$ cat config.mk
export PLATFORM = sky130hd
export DESIGN_NAME = bk_ps2_keyboard
export DESIGN_NICKNAME = d
export VERILOG_FILES = /design/src/rtl/bk_ps2_keyboard.sv
export SDC_FILE = /design/constraint.sdc
export NUM_CORES = 1
export LEC_CHECK = 0
export ABC_AREA = 1
export CAP_MARGIN = 20
export CORE_UTILIZATION = 30
export DETAILED_ROUTE_END_ITERATION = 16
export PLACE_DENSITY = 0.45
export SYNTH_ARGS = -nofsm -noshare
export SYNTH_HDL_FRONTEND = slang
export SYNTH_SLANG_ARGS = --single-unit
$ cat constraint.sdc
create_clock -name m_clock -period 4.9 [get_ports m_clock]
set_input_delay 0.49 -clock m_clock [delete_from_list [all_inputs] [get_ports m_clock]]
set_output_delay 0.49 -clock m_clock [all_outputs]
set_load 0.05 [all_outputs]
$ cat src/rtl/bk_ps2_keyboard.sv
// PS/2 set-2 keyboard front-end for the BK keyboard register: sync/filter, frame receiver, prefix decode, key map.
// Code appears ~2 ce after the stop-bit edge is filtered; one pending code is held, and later makes are dropped until read_kbd rises.
module bk_ps2_keyboard #(
  parameter int FILTER_LEN = 4,
  parameter int TIMEOUT    = 2047
) (
  input  logic       m_clock,
  input  logic       reset_n,
  input  logic       ce,
  input  logic       ps2_clk,
  input  logic       ps2_dat,
  input  logic       read_kbd,
  output logic [7:0] kbd_data,
  output logic       kbd_available,
  output logic       kbd_ar2,
  output logic       stopkey,
  output logic       keydown,
  output logic       frame_err
);

  localparam int FW = $clog2(FILTER_LEN + 1);
  localparam int TW = $clog2(TIMEOUT + 1);

  typedef enum logic [1:0] {R_IDLE, R_BITS, R_STOP} rx_state_t;
  typedef enum logic [1:0] {P_NONE, P_EXT, P_BRK, P_EXTBRK} pf_state_t;

  logic [1:0]    clk_sync_q, clk_sync_d, dat_sync_q, dat_sync_d;
  logic          filt_q, filt_d;
  logic [FW-1:0] filt_cnt_q, filt_cnt_d;
  logic          fall, dat_s;

  rx_state_t     rx_q, rx_d;
  logic [8:0]    shift_q, shift_d;
  logic [3:0]    bit_cnt_q, bit_cnt_d;
  logic [TW-1:0] tmo_q, tmo_d;
  logic          tmo_hit;
  logic          byte_vld_q, byte_vld_d, frame_err_q, frame_err_d;
  logic [7:0]    rx_byte_q, rx_byte_d;

  pf_state_t     pf_q, pf_d;
  logic [2:0]    skip_q, skip_d;
  logic          make_ev, brk_ev, pause_ev, ev_ext;

  logic [8:0]    mapped;
  logic          ack;
  logic          rd_prev_q, rd_prev_d;
  logic [7:0]    data_q, data_d;
  logic          avail_q, avail_d, ar2_q, ar2_d;
  logic [2:0]    cnt_q, cnt_d;
  logic          keydown_q, keydown_d, alt_q, alt_d;
  logic          stop_q, stop_d, pause_q, pause_d;

  function automatic logic [8:0] map_code(input logic [7:0] sc, input logic ext);
    map_code = 9'd0;
    if (ext) begin
      case (sc)
        8'h6B: map_code = {1'b1, 8'o010};
        8'h74: map_code = {1'b1, 8'o031};
        8'h75: map_code = {1'b1, 8'o032};
        8'h72: map_code = {1'b1, 8'o033};
        default: map_code = 9'd0;
      endcase
    end else begin
      case (sc)
        8'h1C: map_code = {1'b1, 8'o101};  8'h32: map_code = {1'b1, 8'o102};
        8'h21: map_code = {1'b1, 8'o103};  8'h23: map_code = {1'b1, 8'o104};
        8'h24: map_code = {1'b1, 8'o105};  8'h2B: map_code = {1'b1, 8'o106};
        8'h34: map_code = {1'b1, 8'o107};  8'h33: map_code = {1'b1, 8'o110};
        8'h43: map_code = {1'b1, 8'o111};  8'h3B: map_code = {1'b1, 8'o112};
        8'h42: map_code = {1'b1, 8'o113};  8'h4B: map_code = {1'b1, 8'o114};
        8'h3A: map_code = {1'b1, 8'o115};  8'h31: map_code = {1'b1, 8'o116};
        8'h44: map_code = {1'b1, 8'o117};  8'h4D: map_code = {1'b1, 8'o120};
        8'h15: map_code = {1'b1, 8'o121};  8'h2D: map_code = {1'b1, 8'o122};
        8'h1B: map_code = {1'b1, 8'o123};  8'h2C: map_code = {1'b1, 8'o124};
        8'h3C: map_code = {1'b1, 8'o125};  8'h2A: map_code = {1'b1, 8'o126};
        8'h1D: map_code = {1'b1, 8'o127};  8'h22: map_code = {1'b1, 8'o130};
        8'h35: map_code = {1'b1, 8'o131};  8'h1A: map_code = {1'b1, 8'o132};
        8'h45: map_code = {1'b1, 8'o060};  8'h16: map_code = {1'b1, 8'o061};
        8'h1E: map_code = {1'b1, 8'o062};  8'h26: map_code = {1'b1, 8'o063};
        8'h25: map_code = {1'b1, 8'o064};  8'h2E: map_code = {1'b1, 8'o065};
        8'h36: map_code = {1'b1, 8'o066};  8'h3D: map_code = {1'b1, 8'o067};
        8'h3E: map_code = {1'b1, 8'o070};  8'h46: map_code = {1'b1, 8'o071};
        8'h5A: map_code = {1'b1, 8'o012};  8'h29: map_code = {1'b1, 8'o040};
        8'h66: map_code = {1'b1, 8'o030};  8'h0D: map_code = {1'b1, 8'o015};
        default: map_code = 9'd0;
      endcase
    end
  endfunction

  // The clock is only trusted after FILTER_LEN consecutive samples disagree with the filtered level.
  always_comb begin
    clk_sync_d = {clk_sync_q[0], ps2_clk};
    dat_sync_d = {dat_sync_q[0], ps2_dat};
    filt_d     = filt_q;
    filt_cnt_d = '0;
    if (clk_sync_q[1] != filt_q) begin
      if (filt_cnt_q == FW'(FILTER_LEN - 1)) filt_d = clk_sync_q[1];
      else filt_cnt_d = filt_cnt_q + 1'b1;
    end
    fall  = filt_q & ~filt_d;
    dat_s = dat_sync_q[1];
  end

  assign tmo_hit = (rx_q != R_IDLE) && (tmo_q == TW'(TIMEOUT));

  always_ff @(posedge m_clock or negedge reset_n) begin
    if (!reset_n) rx_q <= R_IDLE;
    else if (ce)  rx_q <= rx_d;
  end

  always_comb begin
    rx_d = rx_q;
    case (rx_q)
      R_IDLE:  if (fall && !dat_s) rx_d = R_BITS;
      R_BITS:  if (tmo_hit) rx_d = R_IDLE;
               else if (fall && bit_cnt_q == 4'd8) rx_d = R_STOP;
      R_STOP:  if (tmo_hit || fall) rx_d = R_IDLE;
      default: rx_d = R_IDLE;
    endcase
  end

  always_comb begin
    shift_d     = shift_q;
    bit_cnt_d   = bit_cnt_q;
    byte_vld_d  = 1'b0;
    frame_err_d = 1'b0;
    rx_byte_d   = rx_byte_q;
    if (rx_q == R_IDLE || fall)      tmo_d = '0;
    else if (tmo_q != TW'(TIMEOUT))  tmo_d = tmo_q + 1'b1;
    else                             tmo_d = tmo_q;
    case (rx_q)
      R_IDLE: begin
        bit_cnt_d = 4'd0;
        if (fall && dat_s) frame_err_d = 1'b1;
      end
      R_BITS: begin
        if (tmo_hit) frame_err_d = 1'b1;
        else if (fall) begin
          shift_d   = {dat_s, shift_q[8:1]};
          bit_cnt_d = bit_cnt_q + 1'b1;
        end
      end
      R_STOP: begin
        if (tmo_hit) frame_err_d = 1'b1;
        else if (fall) begin
          if (dat_s && (^shift_q)) begin
            byte_vld_d = 1'b1;
            rx_byte_d  = shift_q[7:0];
          end else frame_err_d = 1'b1;
        end
      end
      default: ;
    endcase
  end

  always_ff @(posedge m_clock or negedge reset_n) begin
    if (!reset_n) pf_q <= P_NONE;
    else if (ce)  pf_q <= pf_d;
  end

  always_comb begin
    pf_d = pf_q;
    if (byte_vld_q && skip_q == 3'd0) begin
      case (pf_q)
        P_NONE:  if (rx_byte_q == 8'hE0) pf_d = P_EXT;
                 else if (rx_byte_q == 8'hF0) pf_d = P_BRK;
        P_EXT:   pf_d = (rx_byte_q == 8'hF0) ? P_EXTBRK : P_NONE;
        default: pf_d = P_NONE;
      endcase
    end
  end

  // Pause (E1) sends no break; its seven trailing bytes are swallowed by skip_q.
  always_comb begin
    make_ev  = 1'b0;
    brk_ev   = 1'b0;
    pause_ev = 1'b0;
    ev_ext   = (pf_q == P_EXT) || (pf_q == P_EXTBRK);
    skip_d   = skip_q;
    if (byte_vld_q) begin
      if (skip_q != 3'd0) skip_d = skip_q - 1'b1;
      else begin
        case (pf_q)
          P_NONE: begin
            if (rx_byte_q == 8'hE1) begin
              pause_ev = 1'b1;
              skip_d   = 3'd7;
            end else if (rx_byte_q != 8'hE0 && rx_byte_q != 8'hF0) make_ev = 1'b1;
          end
          P_EXT:   make_ev = (rx_byte_q != 8'hF0);
          default: brk_ev  = 1'b1;
        endcase
      end
    end
  end

  always_comb begin
    mapped    = map_code(rx_byte_q, ev_ext);
    rd_prev_d = read_kbd;
    ack       = read_kbd & ~rd_prev_q;
    data_d    = data_q;
    avail_d   = avail_q;
    ar2_d     = ar2_q;
    cnt_d     = cnt_q;
    alt_d     = alt_q;
    stop_d    = stop_q;
    pause_d   = pause_q;
    if (make_ev && mapped[8]) begin
      if (!avail_q && !ack) begin
        data_d  = mapped[7:0];
        ar2_d   = alt_q;
        avail_d = 1'b1;
      end
      if (cnt_q != 3'd7) cnt_d = cnt_q + 1'b1;
    end
    if (brk_ev && mapped[8] && cnt_q != 3'd0) cnt_d = cnt_q - 1'b1;
    if (ack) avail_d = 1'b0;
    if (rx_byte_q == 8'h11 && make_ev) alt_d = 1'b1;
    if (rx_byte_q == 8'h11 && brk_ev)  alt_d = 1'b0;
    if (make_ev && !ev_ext && rx_byte_q == 8'h07) stop_d = 1'b1;
    if (brk_ev && (pause_q || (!ev_ext && rx_byte_q == 8'h07))) begin
      stop_d  = 1'b0;
      pause_d = 1'b0;
    end
    if (pause_ev) begin
      stop_d  = 1'b1;
      pause_d = 1'b1;
    end
    keydown_d = (cnt_d != 3'd0);
  end

  always_ff @(posedge m_clock or negedge reset_n) begin
    if (!reset_n) begin
      clk_sync_q  <= 2'b11;
      dat_sync_q  <= 2'b11;
      filt_q      <= 1'b1;
      filt_cnt_q  <= '0;
      shift_q     <= '0;
      bit_cnt_q   <= '0;
      tmo_q       <= '0;
      byte_vld_q  <= 1'b0;
      frame_err_q <= 1'b0;
      rx_byte_q   <= '0;
      skip_q      <= '0;
      rd_prev_q   <= 1'b0;
      data_q      <= '0;
      avail_q     <= 1'b0;
      ar2_q       <= 1'b0;
      cnt_q       <= '0;
      keydown_q   <= 1'b0;
      alt_q       <= 1'b0;
      stop_q      <= 1'b0;
      pause_q     <= 1'b0;
    end else if (ce) begin
      clk_sync_q  <= clk_sync_d;
      dat_sync_q  <= dat_sync_d;
      filt_q      <= filt_d;
      filt_cnt_q  <= filt_cnt_d;
      shift_q     <= shift_d;
      bit_cnt_q   <= bit_cnt_d;
      tmo_q       <= tmo_d;
      byte_vld_q  <= byte_vld_d;
      frame_err_q <= frame_err_d;
      rx_byte_q   <= rx_byte_d;
      skip_q      <= skip_d;
      rd_prev_q   <= rd_prev_d;
      data_q      <= data_d;
      avail_q     <= avail_d;
      ar2_q       <= ar2_d;
      cnt_q       <= cnt_d;
      keydown_q   <= keydown_d;
      alt_q       <= alt_d;
      stop_q      <= stop_d;
      pause_q     <= pause_d;
    end
  end

  assign kbd_data      = data_q;
  assign kbd_available = avail_q;
  assign kbd_ar2       = ar2_q;
  assign stopkey       = stop_q;
  assign keydown       = keydown_q;
  assign frame_err     = frame_err_q;

endmodule

==> qor.csv <==
metric,value,unit
status,"complete, no violations",
CP Launch Type,flop,
Register-to-Register Setup Slack,2.43,ns
Worst R2R Path Depth,10,
setup bufs post-CTS,0,
switching power,0.000330,W
main combinational cell family by area after synthesis,simple AND/OR/NAND/NOR gates,
area grow syn2layout,14.5,%
Max-cap violations,0,
final core utilization,35.8,%
Fmax,404,MHz
Tcrit/Tclk final,50.5,%
RSZ-0062 raised after global routing,no,
post-synth top area cell,dfrtp_1,
CP arrival,2.69,ns
1st-iter DRT viols,196,
Die Wd,120,µm
# diodes,0,
setup TNS,0,ns
sequential-to-total area share from yosys stat,39.6,%
cell area after synthesis,0.00419,mm²
Rel. slew slack,42.7,%
VDD IR max,0.206,mV
clock sink count,66,
CP top delay family,simple AND/OR/NAND/NOR gates,
Core Footprint,0.0134,mm²
Crit Path Class,reg2reg,
fin area,0.00479,mm²
Clk pwr share,47.2,%
aggregate routed wire length,10300,µm
Flop pwr share,43.5,%
grt ovf,0,
Post-Synth Simple-Gate Area,29.2,%
cts repair resizes,0,
Comb pwr share,9.3,%
Final Slew Violations,0,
"Reg clk slew, reported paths",0.05,ns
Post-Place Cells,755,
Buf/Inv on CP,3,
CTS tree,yes,
syn_area_per_cell,7.28,µm²
H-tree depth,3,
Inserted Clock Buffers,9,
Die Area,0.0144,mm²
drt drc,0,
hpwl dp,7490,µm
final net count,612,
first-pass GRT wire length,17500,µm
CP Launch Point,rx_byte_q[3],
gpl congestion,0.864,
Critical Path RT,5.11,ns
Die Ht,120,µm
Critical Path End Type,flop,
clk buf depth,2,
routed via count,3763,
Synth Area in Compound Gates,15.3,%
slowest CP cell,dfrtp_1,
skew final,0.00582,ns
footprint of the multi-input gates,0.00214,mm²
synth top area cells,"dfrtp_1 (36%), nand2_1 (14%), o21ai_0 (6.9%), inv_1 (6.3%), nand3_1 (5.7%)",
leakage power total,2.20,nW
DR pass1 iterations,5,
FF/Latch Area,0.00166,mm²
mux contribution to synthesized area,0,%
CP max stage delay,0.80,ns
Synth Area in Adders,4.78,%
vias in the first global route,3683,
HP Class,in2async,
I/O pins,19,
Post-DP Area,0.00449,mm²
Initial Util,31.2,%
synth warn,0,
post-route ant nets,0,
clk_lat worst skew,0.33,ns
crit-path cells,inv_2 > nor2_1 > nand4_1 > nand2_1 > inv_2 > nand3_4 > nand3_4 > inv_2 > nand3_1 > o21a_1,
All-Layer GR Usage,15.5,%
critical path peak fanout,20,
Int Power,0.00104,W
PortBufs,17,
standard-cell rows,42,
reg-to-reg endpoint,kbd_data[4],
Fin. Hold Viols,0,
Slew @ Worst Pin,0.860,ns
CTS root buf,clkbuf_16,
"Top cell by count, worst path",inv_2,
Final min period,2.47,ns
Post-CTS Hold Fix Bufs,0,
power density over cell area,285,mW/mm²
wire per inst,13.3,µm
WHS,0.331,ns
Layout fillers,1426,
most frequent cells in the layout,"nand2_1 (151), inv_1 (70), dfrtp_1 (61)",
post-synthesis xor/xnor area fraction,1.88,%
share of layout cells above drive strength 1,6.72,%
initial antenna violation count,0,
synthesis-stage register bit count,66,
syn nets,597,
Yosys cell types,42,
Finished Layout Cells,771,
"commonest non-fill, non-tap cell in the layout",nand2_1,
drt via density,4.88,
largest net degree at the start of global routing,67,
# setup viols final,0,
top cell type's share of synthesized area,36.5,%
synthesized instance count,575,
Reg-to-Reg Start,rx_byte_q[3],
Sw Share,24.1,%
worst max-delay path by stage:
stage                   endpoint  cells after the start
floorplan            kbd_data[4]                     15
global placement    rx_byte_q[1]                      7
detailed placement  rx_byte_q[2]                      7
CTS                  kbd_data[4]                     14
global route         kbd_data[4]                     14
finish               kbd_data[4]                     10
cells by family after synthesis:
kind of cell / Yosys count
buffers and inverters: 93
other: 1
DFF: 66
xor gates and xnor gates: 9
AOI/OAI and AO/OA: 113
adders and majority gates: 16
and+or+nand+nor: 277
Yosys cell counts, drive strengths merged:
master	instances
xnor2	4
o22ai	3
nor2	51
a32o	1
a32oi	1
nand2	154
and3	1
o21ai	61
ha	16
a31oi	2
o211ai	5
dfstp	5
inv	77
o31ai	2
a22oi	1
xor2	5
o21a	5
o2111ai	2
nand3	51
nor3	7
a21oi	27
a21boi	1
conb	1
clkinv	1
nor3b	1
buf	8
dfrtp	61
a211oi	2
nand3b	3
clkbuf	7
nand4	9
per-layer routing:
metal  vias up  share of wire (%)  global-route usage [%]
met5         -                  0                       0
li1       1903                  -                       -
met1      1735                 44                    18.8
met2       101                 48                    25.4
met3        24                5.1                    4.47
met4         0                2.5                    6.95
state kept, by name (all words and copies together) (netlist names), 2 cells and up:
| name | cells |
|---|---|
| kbd_data | 7 |
| pf_q | 2 |
| rx_byte_q | 8 |
| bit_cnt_q | 4 |
| tmo_q | 11 |
| filt_cnt_q | 3 |
| skip_q | 3 |
| clk_sync_q | 2 |
| shift_q | 9 |
| rx_q | 2 |
| dat_sync_q | 2 |
| cnt_q | 3 |
through the flow:
stage	setup slack [ns]	total power, W
after floorplan	2.93	0.000686
after global placement	2.31	0.000729
after detailed placement	2.22	0.000734
after CTS	2.41	0.00140
after global routing	2.07	0.00144
final	2.43	0.00137
area by class of cell:
cell class | count | area share [%]
timing repair buffer | 19 | 3.76
clock buffer | 14 | 5.51
sequential | 66 | 34.6
clock inverter | 2 | 0.731
tap | 176 | 4.59
inverter | 78 | 6.11
multi-input combinational | 416 | 44.7
worst reg2reg max path, delay by kind of cell (launching register included):
family	cells	cell delay [ns]
DFF	1	0.80
and+or+nand+nor	6	0.90
AOI/OAI and AO/OA	1	0.12
buffers and inverters	3	0.53
power by group through the flow:
stage	logic (W)	clock network [W]	registers, W
CTS	0.000130	0.000674	0.000596
detailed placement	0.000129	0	0.000604
floorplan	0.0000766	0	0.000610
global route	0.000144	0.000701	0.000598
global placement	0.000126	0	0.000604
finish	0.000127	0.000646	0.000595
(Power assumes the default switching activity.)
